--- src/rtl/reg_bus_master.sv ---
// reg_bus_master: register-bus initiator for host write, read-burst and poll
// commands; one bus transaction in flight, results on a valid/ready stream.
module reg_bus_master #(
  parameter int ADDR_WIDTH = 8,
  parameter int DATA_WIDTH = 16,
  parameter int POLL_MAX   = 255
) (
  input  logic                  clk,
  input  logic                  rst,
  input  logic                  cmd_valid,
  output logic                  cmd_ready,
  input  logic [1:0]            cmd_op,
  input  logic [ADDR_WIDTH-1:0] cmd_addr,
  input  logic [DATA_WIDTH-1:0] cmd_data,
  input  logic [7:0]            cmd_len,
  output logic                  reg_ce,
  output logic                  reg_we,
  output logic [ADDR_WIDTH-1:0] reg_addr,
  output logic [DATA_WIDTH-1:0] reg_wdata,
  input  logic [DATA_WIDTH-1:0] reg_rdata,
  output logic                  rsp_valid,
  input  logic                  rsp_ready,
  output logic [DATA_WIDTH-1:0] rsp_data,
  output logic                  rsp_err,
  output logic                  busy
);

  typedef enum logic [2:0] {
    IDLE,
    WR,
    RD_ISSUE,
    RD_CAP,
    RSP
  } state_t;

  localparam logic [1:0] OP_WR   = 2'b00;
  localparam logic [1:0] OP_RD   = 2'b01;
  localparam logic [1:0] OP_POLL = 2'b10;
  localparam logic [7:0] POLL_LAST = 8'(POLL_MAX - 1);

  state_t                state;
  logic [1:0]            op_q;
  logic [DATA_WIDTH-1:0] mask_q;
  logic [7:0]            beat_q;
  logic [7:0]            poll_q;
  logic                  hit;

  assign hit = |(reg_rdata & mask_q);

  always_ff @(posedge clk or posedge rst) begin
    if (rst) begin
      state     <= IDLE;
      cmd_ready <= 1'b0;
      reg_ce    <= 1'b0;
      reg_we    <= 1'b0;
      reg_addr  <= '0;
      reg_wdata <= '0;
      rsp_valid <= 1'b0;
      rsp_data  <= '0;
      rsp_err   <= 1'b0;
      busy      <= 1'b0;
      op_q      <= '0;
      mask_q    <= '0;
      beat_q    <= '0;
      poll_q    <= '0;
    end else begin
      unique case (state)
        IDLE: begin
          if (cmd_valid && cmd_ready) begin
            cmd_ready <= 1'b0;
            busy      <= 1'b1;
            op_q      <= cmd_op;
            mask_q    <= cmd_data;
            beat_q    <= cmd_len;
            poll_q    <= '0;
            unique case (1'b1)
              (cmd_op == OP_WR): begin
                state     <= WR;
                reg_ce    <= 1'b1;
                reg_we    <= 1'b1;
                reg_addr  <= cmd_addr;
                reg_wdata <= cmd_data;
              end
              (cmd_op == OP_RD),
              (cmd_op == OP_POLL): begin
                state    <= RD_ISSUE;
                reg_ce   <= 1'b1;
                reg_we   <= 1'b0;
                reg_addr <= cmd_addr;
              end
              default: begin
                state     <= RSP;
                rsp_valid <= 1'b1;
                rsp_data  <= '0;
                rsp_err   <= 1'b1;
              end
            endcase
          end else begin
            cmd_ready <= 1'b1;
          end
        end
        WR: begin
          reg_ce    <= 1'b0;
          reg_we    <= 1'b0;
          state     <= IDLE;
          busy      <= 1'b0;
          cmd_ready <= 1'b1;
        end
        RD_ISSUE: begin
          reg_ce <= 1'b0;
          state  <= RD_CAP;
        end
        RD_CAP: begin
          if ((op_q == OP_RD) || hit) begin
            state     <= RSP;
            rsp_valid <= 1'b1;
            rsp_data  <= reg_rdata;
            rsp_err   <= 1'b0;
          end else if (poll_q == POLL_LAST) begin
            state     <= RSP;
            rsp_valid <= 1'b1;
            rsp_data  <= reg_rdata;
            rsp_err   <= 1'b1;
          end else begin
            poll_q <= poll_q + 8'd1;
            state  <= RD_ISSUE;
            reg_ce <= 1'b1;
          end
        end
        RSP: begin
          if (rsp_ready) begin
            rsp_valid <= 1'b0;
            if ((op_q == OP_RD) && (beat_q != 8'd0)) begin
              beat_q <= beat_q - 8'd1;
              state  <= RD_ISSUE;
              reg_ce <= 1'b1;
              reg_we <= 1'b0;
            end else begin
              state     <= IDLE;
              busy      <= 1'b0;
              cmd_ready <= 1'b1;
            end
          end
        end
        default: state <= IDLE;
      endcase
    end
  end

endmodule

--- config.mk ---
export PLATFORM = sky130hd
export DESIGN_NAME = reg_bus_master
export DESIGN_NICKNAME = d
export VERILOG_FILES = /design/src/rtl/reg_bus_master.sv
export SDC_FILE = /design/constraint.sdc
export NUM_CORES = 1
export LEC_CHECK = 0
export CORE_UTILIZATION = 30
export CTS_BUF_LIST = sky130_fd_sc_hd__clkbuf_8 sky130_fd_sc_hd__clkbuf_16
export CTS_CLUSTER_SIZE = 40
export DETAILED_ROUTE_END_ITERATION = 16
export PLACE_DENSITY = 0.54
export SETUP_SLACK_MARGIN = 0.4
export SLEW_MARGIN = 40
export SYNTH_ARGS = -nofsm -noshare
export SYNTH_HDL_FRONTEND = slang
export SYNTH_SLANG_ARGS = --single-unit
--- constraint.sdc ---
create_clock -name clk -period 6.9 [get_ports clk]
set_input_delay 1.035 -clock clk [delete_from_list [all_inputs] [get_ports clk]]
set_output_delay 1.035 -clock clk [all_outputs]
set_load 0.02 [all_outputs]
==> reports/qor.csv <==
metric,value,unit
die_w,113,µm
crit_chain,"clkdlybuf4s50_1, a22oi_1, nand4_1, or4_1, nand2_2, o21ai_0",
end_kind,flip-flop,
grt_pass1_wl,15400,µm
vias_per_cell,4.94,
yosys_most_used_dff,dfrtp_1,
post-route-drc-count,0,
period_needed,3.05,ns
crit_type,in -> reg,
die_area,12800,µm²
cp.arrival,3.23,ns
numCtsBuffers,9,
worst_clock_skew,0.00731,ns
async_reset_ff_frac,1.00,
drive_above_1_share,0.104,
cts_resized,0,
leakage,2.29,nW
multi_input_comb_area,1540,µm²
synth_cell_type_count,43,
std_cell_rows,40,
max_slew.worst_pin.slew,0.790,ns
post-route-period-util,0.442,
ctsHoldBuffers,0,
clock_latency,0.33,ns
rsz0062_at_grt,no,
cp_num_buf_inv,1,
wire_per_inst,15.5,µm
cap_violations,0,
met1_usage,0.208,
cpMaxStageDelayCell,or4_1,
slew_headroom,0.473,
grt_max_degree,72,
syn-instance-count,352,
fill_cells,1162,
outcome,finished clean,
cts_sinks,83,
port_buffers,99,
initial_utilization,0.309,
area_delta_synth_final,38.4,%
hpwl,6500,µm
core_area,12000,µm²
regArea,2080,µm²
synth_edf_count,0,
hold_viol_final,0,
detail-route-antenna-nets,0,
start_kind,input pin,
synth_area,3710,µm²
place_congestion,0.755,
ir_drop,0.000189,V
cp_max_fo,19,
ys.warnings.count,0,
antenna_found_initial,0,
setup_violations,0,
finalMaxSlewViolations,0,
track_usage,0.156,
cp_top_family,simple AND/OR/NAND/NOR gates,
clk_path_buf_depth,2,
diodes,0,
cts.clk_slew.worst_paths,0.06,ns
busiest_layer,met2,
fin_nets,509,
cts_tree,yes,
p_per_area,439,nW/µm²
cts_root_buf,clkbuf_16,
post_cts_buffers,0,
io_pins,100,
grt_overflow,0,
hold_ws,0.472,ns
max_stage_delay,0.72,ns
max_freq,328,MHz
critPathRequiredTime,7.08,ns
vias,2961,
met3_usage,0.0364,
hold_class,reg -> reg,
htreeDepth,3,
ys_seq_elements,83,
drtIter0Drc,113,
syn_nets,412,
met2_usage,0.250,
die_y,113,µm
wl,9280,µm
avgSynthCellArea,10.5,µm²
dr.pass1.iters,4,
setup_tns,0,ns
grt_pass1_vias,2979,
synth_seq_area_share,0.560,
[layout by cell type, fill, tap and decap left out, types with 3 or more instances in the layout]
cell type,count
mux2i_1,3
mux2_2,24
o31ai_1,3
dfrtp_1,83
a21oi_1,16
nand2_1,67
nand2b_1,5
nor2_1,22
nand3_1,6
or3_1,3
clkdlybuf4s50_1,99
o21ai_0,20
a22o_1,16
clkbuf_16,9
nor3_1,7
ha_1,6
inv_1,11
o211ai_1,3
a22oi_1,10
nand4_1,3
[final timing paths]
path	start	to	slack (ns)	cells past startpoint
worst max-delay path	reg_rdata[4]	state[2]$_DFFE_PP0P_	3.85	6
worst min-delay path	op_q[0]$_DFFE_PP0P_	op_q[0]$_DFFE_PP0P_	0.47	2
worst max register to register	beat_q[0]$_DFFE_PP0P_	beat_q[0]$_DFFE_PP0P_	4.31	7
worst min register to register	op_q[0]$_DFFE_PP0P_	op_q[0]$_DFFE_PP0P_	0.47	2
max in group asynchronous	rst	beat_q[7]$_DFFE_PP0P_	5.08	3
min in group asynchronous	rst	reg_addr[1]$_DFFE_PP0P_	0.93	2
[final cells by class]
cell class              count  share of cell area
inverters                  10             0.00755
flip-flops and latches     83               0.404
repair buffers            102               0.198
multi-input cells         243               0.299
clock buffers               9              0.0438
well taps                 147              0.0358
clock inverters             6              0.0114
[registers in the layout, summed over array words and instances (netlist names)]
register   cells
beat_q         8
busy           1
cmd_ready      1
mask_q        16
op_q           2
poll_q         8
reg_addr       8
reg_ce         1
reg_wdata     16
reg_we         1
rsp_data      16
rsp_err        1
rsp_valid      1
state          3
[layer usage]
layer | vias to the layer above | wire [µm]
met5 | - | 0
met4 | 0 | 14
met3 | 2 | 387
met2 | 68 | 4520
met1 | 1447 | 4360
li1 | 1444 | -
[power breakdown]
part           switching [mW]  internal, mW  total, mW
logic                   0.494         0.455      0.949
clock network           0.187         0.276      0.463
registers               0.148         0.693      0.841
total                   0.829          1.42       2.25
[Yosys cell counts, drive strengths merged, types with 3 or more instances]
master	n	area (µm²)
o31ai	3	22.5
nand4	3	18.8
o211ai	3	22.5
a22o	16	140
dfrtp	83	2080
nand3	6	30.0
nand2b	5	31.3
a22oi	10	75.1
or3	3	18.8
a21oi	16	80.1
clkbuf	12	45.0
nor3	7	35.0
nor2	23	86.3
mux2	24	270
ha	6	75.1
buf	4	20.0
mux2i	3	30.0
nand2	69	262
o21ai	20	100
inv	10	37.5
[worst min-delay path: stages, from the launching register on]
cell and delay (ns):
dfrtp_1 0.33, nand2_1 0.04, o21ai_0 0.06
[kinds of logic (layout without fill, tap and decap cells)]
| group | Yosys count | in the layout | share of synthesized area |
|---|---|---|---|
| AO/OA/AOI/OAI | 79 | 79 | 0.145 |
| XOR/XNOR | 1 | 1 | 0.00236 |
| adder cells (fa/ha/maj) | 6 | 6 | 0.0202 |
| buffers and inverters | 26 | 127 | 0.0277 |
| flip-flops | 83 | 83 | 0.560 |
| multiplexers | 27 | 27 | 0.0809 |
| AND/OR/NAND/NOR | 130 | 130 | 0.164 |
[metrics by stage]
stage / power (mW) / setup slack [ns] / cells / cell area (µm²) / util
after floorplan: 1.40 / 3.73 / 352 / 3710 / -
after global placement: 1.79 / 3.54 / 585 / 4840 / 0.403
after detailed placement: 1.81 / 3.48 / 585 / 4850 / 0.404
after CTS: 2.29 / 3.83 / 600 / 5140 / 0.428
after global routing: 2.42 / 3.66 / 600 / 5140 / 0.428
final: 2.25 / 3.85 / 600 / 5140 / 0.428
Power figures use the tool's default switching activity.
